[src/rtl/component_alu_writeback_buffer.sv]
// component_alu_writeback_buffer
// Two-entry elastic buffer between the execute ALU and writeback. Holds each ALU
// result with its flags and register-write control, presents entries in FIFO order
// over valid/ready, and keeps the architectural {N,C,Z} flags, which update only
// when a flag-setting entry is popped.
module component_alu_writeback_buffer #(
    parameter int DATA_W     = 32,
    parameter int REG_ADDR_W = 5
) (
    input  logic                  input_Clock,
    input  logic                  input_ResetN,
    input  logic                  input_Valid,
    output logic                  output_Ready,
    input  logic [DATA_W-1:0]     input_Result,
    input  logic                  input_ZeroFlag,
    input  logic                  input_CarryFlag,
    input  logic [REG_ADDR_W-1:0] input_DestReg,
    input  logic                  input_WriteEn,
    input  logic                  input_SetFlags,
    input  logic                  input_Flush,
    output logic                  output_Valid,
    input  logic                  input_Ready,
    output logic [DATA_W-1:0]     output_Result,
    output logic [REG_ADDR_W-1:0] output_DestReg,
    output logic                  output_WriteEn,
    output logic [2:0]            output_Flags,
    output logic [2:0]            output_StatusFlags,
    output logic [1:0]            output_Occupancy
);

    logic [DATA_W-1:0]     r_result [2];
    logic [REG_ADDR_W-1:0] r_dest   [2];
    logic                  r_we     [2];
    logic [2:0]            r_flags  [2];
    logic                  r_setf   [2];

    logic                  r_wr_ptr;
    logic                  r_rd_ptr;
    logic [1:0]            r_count;
    logic [2:0]            r_status;

    logic                  w_push;
    logic                  w_pop;
    logic                  w_store;

    // Handshake decode uses registered occupancy only, so Ready never depends on input_Ready.
    assign output_Valid     = (r_count != 2'd0);
    assign output_Ready     = (r_count != 2'd2);
    assign output_Occupancy = r_count;

    assign w_push  = input_Valid && output_Ready;
    assign w_pop   = output_Valid && input_Ready;
    // A flush discards any push arriving in the same cycle.
    assign w_store = w_push && !input_Flush;

    assign output_Result      = r_result[r_rd_ptr];
    assign output_DestReg     = r_dest[r_rd_ptr];
    assign output_WriteEn     = r_we[r_rd_ptr];
    assign output_Flags       = r_flags[r_rd_ptr];
    assign output_StatusFlags = r_status;

    // Entry storage: write the slot under the write pointer on an accepted push.
    always_ff @(posedge input_Clock or negedge input_ResetN) begin
        if (!input_ResetN) begin
            for (int unsigned i = 0; i < 2; i++) begin
                r_result[i] <= '0;
                r_dest[i]   <= '0;
                r_we[i]     <= 1'b0;
                r_flags[i]  <= '0;
                r_setf[i]   <= 1'b0;
            end
        end else if (w_store) begin
            r_result[r_wr_ptr] <= input_Result;
            r_dest[r_wr_ptr]   <= input_DestReg;
            r_we[r_wr_ptr]     <= input_WriteEn;
            r_flags[r_wr_ptr]  <= {input_Result[DATA_W-1], input_CarryFlag, input_ZeroFlag};
            r_setf[r_wr_ptr]   <= input_SetFlags;
        end
    end

    // Pointers and occupancy; flush empties the buffer and rewinds both pointers.
    always_ff @(posedge input_Clock or negedge input_ResetN) begin
        if (!input_ResetN) begin
            r_wr_ptr <= 1'b0;
            r_rd_ptr <= 1'b0;
            r_count  <= 2'd0;
        end else if (input_Flush) begin
            r_wr_ptr <= 1'b0;
            r_rd_ptr <= 1'b0;
            r_count  <= 2'd0;
        end else begin
            r_wr_ptr <= r_wr_ptr ^ w_push;
            r_rd_ptr <= r_rd_ptr ^ w_pop;
            r_count  <= r_count + {1'b0, w_push} - {1'b0, w_pop};
        end
    end

    // Architectural flags retire from the head on a pop, including a pop coincident with flush.
    always_ff @(posedge input_Clock or negedge input_ResetN) begin
        if (!input_ResetN) begin
            r_status <= 3'b000;
        end else if (w_pop && r_setf[r_rd_ptr]) begin
            r_status <= r_flags[r_rd_ptr];
        end
    end

endmodule

[config.mk]
export PLATFORM = sky130hd
export DESIGN_NAME = component_alu_writeback_buffer
export DESIGN_NICKNAME = d
export VERILOG_FILES = /design/src/rtl/component_alu_writeback_buffer.sv
export SDC_FILE = /design/constraint.sdc
export NUM_CORES = 1
export LEC_CHECK = 0
export BUFFER_PORTS_ARGS = -buffer_cell sky130_fd_sc_hd__buf_2
export CAP_MARGIN = 0
export CORE_ASPECT_RATIO = 0.8
export CORE_MARGIN = 5
export CORE_UTILIZATION = 35
export DETAILED_ROUTE_END_ITERATION = 8
export PLACE_DENSITY = 0.67
export SLEW_MARGIN = 20
export SYNTH_ARGS = -nofsm -noshare
export SYNTH_HDL_FRONTEND = slang
export SYNTH_SLANG_ARGS = --single-unit
[constraint.sdc]
create_clock -name input_Clock -period 5.5 [get_ports input_Clock]
set_input_delay 1.65 -clock input_Clock [delete_from_list [all_inputs] [get_ports input_Clock]]
set_output_delay 1.65 -clock input_Clock [all_outputs]
set_load 0.01 [all_outputs]
; Yosys cells after proc, flatten, opt, wreduce, memory -nomap -nowiden
; Index checks and enable logic that the tools add are counted.
[word_totals]
register_bits = 91
out_inout_bits = 48
[classes]
add_sub_neg = 2
n_lt_le_gt_ge = 3
eq_ne = 1
n_mux = 31
n_bitwise = 4
n_reduce_logical = 7
[ops]
columns = cell, count
row1 = 32-bit two-way mux, 4
row2 = 64-bit bitwise mux, 1
row3 = 32-bit demux with 1-bit select, 1
row4 = 5-bit two-way mux, 4
row5 = 3-bit two-way mux, 4
row6 = 10-bit bitwise mux, 1
row7 = 1-bit two-way mux, 9
row8 = 6-bit bitwise mux, 1
row9 = 5-bit demux with 1-bit select, 1
row10 = 1-bit logical AND, 5
row11 = 2-bit bitwise mux, 2
row12 = 2-bit greater-or-equal comparator (second input constant), 2
row13 = 1-bit NOT with 2-bit output, 2
row14 = 3-bit demux with 1-bit select, 1
row15 = 2-bit by 1-bit adder with 2-bit output, 1
row16 = 2-bit by 1-bit < comparator with 1-bit output (second input constant), 1
row17 = 2-bit two-way mux, 1
row18 = 2-bit != test (second input constant), 1
row19 = 2-bit nonzero test, 1
row20 = 2-bit by 1-bit subtractor with 2-bit output, 1
row21 = 1-bit bitwise XOR, 2
row22 = 1-bit demux with 1-bit select, 1
row23 = 1-bit zero test, 1

; Longest topological paths before layout
; Gate-level depths: netlist of run 1.
[depth]
word_depth = 6
ltp_mapped = 9
ltp_nobuf = 9

; Least setup slack after synthesis of run 1
; OpenSTA, ideal clock, no wires.
[synth_timing]
kind = input -> output
startpoint = input port r_rd_ptr
endpoint = output port output_Result[10]
t_arrival_ns = 1.256
required_time_ns = 3.850
setup_slack_ns = 2.594
stages = 5
path_buffers = 3
cell_sequence = dfrtp_1 > buf_2 > buf_2 > buf_2 > mux2_2
[synth_between]
elab_chain_len = 4
[synth_lines]
columns = item, line
row1 = "start, declared", 38  ; logic r_rd_ptr;
row2 = 1-bit NOT with 2-bit output (implied by the code), 56  ; assign output_Result = r_result[r_rd_ptr];
row3 = 32-bit two-way mux (implied by the code) (3 in a row), 56
row4 = "end, declared", 23  ; output logic [DATA_W-1:0] output_Result,
; No other way between the ends. The select of a mux whose other input is x is not followed.

; Worst setup path in the final report of run 1
[layout_timing]
startpoint = input port r_rd_ptr
endpoint = output port output_Result[22]
; Same word-level chain as after synthesis.

==> results.toml, run 1 <==
[status]
status = "finished clean"

[setup_path]
worstPathCellList = "mux2_2 -> buf_2"
path_max_fanout = 42
path_class = "reg2out"
timing.rr.end = "r_dest[2]"
max_stage_delay_ns = 1.05
worstPathArrival_ns = 1.99
timing.reg2reg.worst_path_depth = 5
crit_path_end_kind = "output port"
reg2reg_slack_ns = 3.26
crit_required_ns = 3.85
crit_path_start_kind = "register"
crit_slowest_cell = "dfrtp_2"
r2r-start = "output_Occupancy[1]"

[floorplanning]
dieWidth_um = 128
coreArea_um2 = 10900
core.rowCount = 34
start_util_pct = 35.9
die_area_um2 = 13400
io_pins = 94
die_h_um = 105

[finish]
finalInstanceArea_um2 = 4790
drive_gt1_share_pct = 65.7
n_antenna_cell = 0
final_cells = 494
final_util_pct = 43.8
nFillCells = 995
final_common_cell = "mux2_2"
mostFrequentLayoutCells = "mux2_2, buf_2, dfrtp_1, mux2_1, clkbuf_16"
syn2layout_area_growth_pct = 22.2
final_nets = 394

[detailed_routing]
drt-pass1-iter-count = 4
dr.first_iter.drc_count = 54
vias = 2312
wl_per_cell_um = 16.4
totalWireLength_um = 8080
drc = 0
via_per_inst = 4.68
ant_nets = 0

[global_routing]
antenna_found_initial = 0
grt_max_degree = 48
first_global_vias = 2614
grt_pass1_wl_um = 13300
grt_overflow_total = 0
grt_usage_pct = 12.5

[clock_network]
clock_sinks = 89
htree_levels = 3
clk_path_buf_depth = 2
clkTransAtPathRegs_ns = 0.06
postCtsSetupBuffers = 0
cts_resized = 0
clk_latency_ns = 0.33
numCtsBuffers = 9
cts_tree = "done"
cts-root-buf = "clkbuf_16"
cts_hold_buffers = 0

[logic_synthesis]
synthFlopType = "dfrtp_1"
yosysTopAreaCellShare_pct = 56.8
ys_ff_latch = 89
seq_area_frac_synth_pct = 56.8
synth_top_area_cell = "dfrtp_1"
yosys_warnings = 0
synth_nets = 300
syn-mean-instance-area_um2 = 15.6
async_flop_share_pct = 100
syn_area_um2 = 3920
synth_cell_types = 23
synth-edff-count = 0
syn_inst = 252
synth.area.top_cells = "dfrtp_1, mux2_2, mux2_1"

[place]
dpl.hpwl_um = 5480
pre_cts_slack_ns = 2.00
placed_area_um2 = 4490
gp_congestion = 0.733
io_buffer_count = 93
place_inst = 479

[sta]
slew_headroom_pct = 30.5
finalClockSkew_ns = 0.00591
setup_tns_ns = 0
hold_viol = 0
fmax_mhz = 275
fin_crit_sh_pct = 66.2
finalWorstSetupSlack_ns = 1.86
finalSetupViolations = 0
min_period_ns = 3.64
rsz0062_at_grt = "false"
drv_slew = 0
worst_pin_slew_ns = 1.04

[pwr]
p_leak_nw = 2.19
peakVddDrop_mv = 0.233
p_per_area_nw_per_um2 = 590

[worst_hold_path]
min-delay-start = "r_flags[5]"
hold_end = "r_flags[5]"
hold_path_depth = 1
hold_path.class = "reg2reg"

[run]
max_cap_violations = 0
==> worst max-delay path, delay by kind of cell, from the launching register on <==
kind,cells,cell delay [ns]
flops,1,1.05
mux,1,0.43
buf+inv,1,0.14
==> report_power, final <==
part	internal (mW)	total (mW)	switching (mW)
Combinational	0.615	1.04	0.425
Sequential	0.974	1.18	0.204
Clock	0.373	0.609	0.236
==> area by class of cell <==
type | count | area, um2 | area share (%)
Timing Repair Buffer | 97 | 498 | 10.4
Clock buffer | 12 | 256 | 5.36
Multi-Input combinational cell | 145 | 1570 | 32.8
Inverter | 4 | 15.0 | 0.314
Sequential cell | 89 | 2230 | 46.5
Clock inverter | 3 | 40.0 | 0.836
Tap cell | 144 | 180 | 3.76
==> synthesized netlist by cell type, types with 2 or more instances <==
cell type  count
buf_2          5
inv_1          3
buf_6          4
nor2_1         3
o21ai_0        2
mux2_1        12
xor2_1         2
ha_1           2
buf_4          5
dfrtp_1       89
mux2_2       113
==> per-layer routing <==
| layer | GRT usage [%] | up-vias | share of wire (%) |
|---|---|---|---|
| met2 | 20.4 | 65 | 49 |
| met5 | 0 | - | 0 |
| met4 | 2.95 | 0 | 0.88 |
| li1 | - | 1077 | - |
| met3 | 5.35 | 8 | 7.6 |
| met1 | 15.5 | 1162 | 43 |
==> how the worst max path moves through the flow <==
stage / cells after the start / to / startpoint / slack [ns]
finish: 2 / output_Result[22] / r_rd_ptr / 1.86
global route: 2 / output_Result[31] / r_rd_ptr / 1.74
CTS: 2 / output_Flags[0] / r_rd_ptr / 1.83
detailed placement: 4 / r_dest[2] / input_Flush / 2.00
global placement: 4 / r_dest[2] / input_Flush / 2.04
floorplan: 4 / output_Result[10] / r_rd_ptr / 2.59
==> flip-flops by register name (all words and copies together), names as in the netlist <==
register,cells
r_setf,2
r_rd_ptr,1
r_wr_ptr,1
r_we,2
output_StatusFlags,3
r_dest,10
r_flags,6
output_Occupancy,2
r_result,62
==> cell families after synthesis <==
group / count (synthesis) / share of synthesized area [%]
compound gates: 3 / 0.383
simple gates: 12 / 2.43
buf+inv: 18 / 3.13
flops: 89 / 56.8
fa+ha+maj: 2 / 0.638
mux: 126 / 36.2
xor+xnor: 2 / 0.447
==> per-stage QoR <==
| stage | hold WS, ns | total power [mW] |
|---|---|---|
| after floorplan | 0.454 | 1.87 |
| after global placement | 0.463 | 2.20 |
| after CTS | 0.488 | 2.88 |
| after global routing | 0.510 | 3.02 |
| final | 0.486 | 2.83 |
| after detailed placement | 0.473 | 2.24 |
No activity file was read; power rests on OpenSTA's default activity.
==> run 2: changes to the inputs <==
Clock period 5.5 ns to 3.7 ns, I/O delays scaled along.
==> run 2 against run 1 <==
  * Total power increased by 52%
  * Wire length decreased by 1.8%
  * Core utilization increased by 0.68 points
  * Flip-flop and latch count unchanged
  * Cell count increased by 0.61%
  * Sequential power increased by 45%
  * Hold slack improved by 0.0024 ns
  * Setup slack got worse by 1.1 ns
  * Largest power group unchanged
  * Highest routed layer unchanged
==> results.toml, run 2 (synthesized netlist as in run 1, its figures left out) <==
[pwr]
p_leak_nw = 2.21
peakVddDrop_mv = 0.400
p_per_area_nw_per_um2 = 883

[clock_network]
htree_levels = 3
clk_path_buf_depth = 2
clock_sinks = 89
cts-root-buf = "clkbuf_16"
cts_hold_buffers = 0
numCtsBuffers = 9
cts_tree = "done"
postCtsSetupBuffers = 0
clk_latency_ns = 0.34
clkTransAtPathRegs_ns = 0.06
cts_resized = 0

[setup_path]
path_class = "reg2out"
r2r-start = "output_Occupancy[0]"
path_max_fanout = 23
crit_path_end_kind = "output port"
crit_required_ns = 2.59
crit_path_start_kind = "register"
startpoint = "r_rd_ptr"
worstPathArrival_ns = 1.83

[detailed_routing]
m1WireLength_um = 3640
wl_per_cell_um = 16.0
wl_met2_um = 3680
drt-pass1-iter-count = 4
dr_wl_met3_um = 511
ant_nets = 0
top_layer = "met4"
via_per_inst = 4.70
drc = 0
totalWireLength_um = 7940
vias = 2335
dr.first_iter.drc_count = 68

[global_routing]
grt_pass1_wl_um = 13600
grt_max_degree = 48
grt_overflow_total = 0
grt_usage_pct = 12.7
antenna_found_initial = 0
first_global_vias = 2635

[floorplanning]
start_util_pct = 35.9
io_pins = 94
die_h_um = 105
dieWidth_um = 128
coreArea_um2 = 10900
core.rowCount = 34
die_area_um2 = 13400

[finish]
largest_reg_flops = 62
regMostFlops = "r_result"
final_cells = 497
drive_gt1_share_pct = 66.3
top_regs = "r_result x62, r_dest x10, r_flags x6"
n_antenna_cell = 0
syn2layout_area_growth_pct = 24.0
final_common_cell = "mux2_2"
mostFrequentLayoutCells = "mux2_2, buf_2, dfrtp_1, mux2_1, clkbuf_16"
nFillCells = 992
final_nets = 396

[status]
status = "finished clean"

[sta]
finalSetupViolations = 0
fin_crit_sh_pct = 79.4
worst_pin_slew_ns = 0.564
hold_viol = 0
drv_slew = 0
min_period_ns = 2.94
slew_headroom_pct = 62.4
rsz0062_at_grt = "false"
finalClockSkew_ns = 0.00801
setup_tns_ns = 0
fmax_mhz = 341

[place]
dpl.hpwl_um = 5570
place_inst = 481
io_buffer_count = 93
gp_congestion = 0.701

[worst_hold_path]
min-delay-start = "r_dest[9]"
hold_path.class = "reg2reg"

[run]
max_cap_violations = 0
-- run 2: cell types whose count changed in the layout (fill, tap and decap cells not counted) --
cell / before / now
clkinv_2: 2 / 0
clkbuf_1: 1 / 0
clkinvlp_4: 0 / 3
bufinv_16: 1 / 2
clkbuf_8: 2 / 1
clkinv_4: 0 / 1
buf_12: 0 / 2
-- run 2: layout make-up --
class                   instances  area [um2]  area share (%)
repair buffers                 99         538            11.1
clock buffers                  10         239            4.92
multi-input cells             145        1570            32.3
well taps                     144         180            3.71
clock inverters                 6        91.3            1.88
inverters                       4        15.0           0.309
flip-flops and latches         89        2230            45.8
-- run 2: worst paths after layout --
check	endpoint	slack, ns	cells past startpoint
worst max register to register	output_Occupancy[1]	1.75	8
max in group asynchronous	r_rd_ptr	2.26	2
min in group asynchronous	r_dest[7]	0.76	1
worst max-delay path	output_Result[30]	0.76	3
worst min register to register	r_dest[9]	0.49	1
worst min-delay path	r_dest[9]	0.49	1
-- run 2: stage by stage --
step / instance area, um2 / hold slack [ns] / setup WS (ns) / total power [mW] / util (%)
after floorplan: 3920 / 0.454 / 1.33 / 2.78 / -
after global placement: 4530 / 0.463 / 1.10 / 3.29 / 41.5
after detailed placement: 4530 / 0.475 / 1.10 / 3.36 / 41.5
after CTS: 4860 / 0.491 / 0.724 / 4.37 / 44.5
after global routing: 4860 / 0.504 / 0.684 / 4.59 / 44.5
final: 4860 / 0.488 / 0.763 / 4.29 / 44.5
-- run 2: report_power, final --
| group | total [mW] | internal [mW] | switching (mW) | leakage [nW] |
|---|---|---|---|---|
| Sequential | 1.71 | 1.45 | 0.265 | 1.06 |
| Clock | 0.985 | 0.611 | 0.374 | 0.151 |
| Combinational | 1.59 | 0.928 | 0.666 | 1.00 |
-- run 2: routing by layer --
layer,vias up,track usage [%]
li1,1082,-
met2,68,19.1
met4,0,3.56
met5,-,0
met1,1178,16.9
met3,7,5.35
-- run 2: critical path, stage by stage (launching register included) --
cell and delay, ns:
dfrtp_2 0.72, buf_12 0.26, mux2_2 0.36, buf_2 0.14
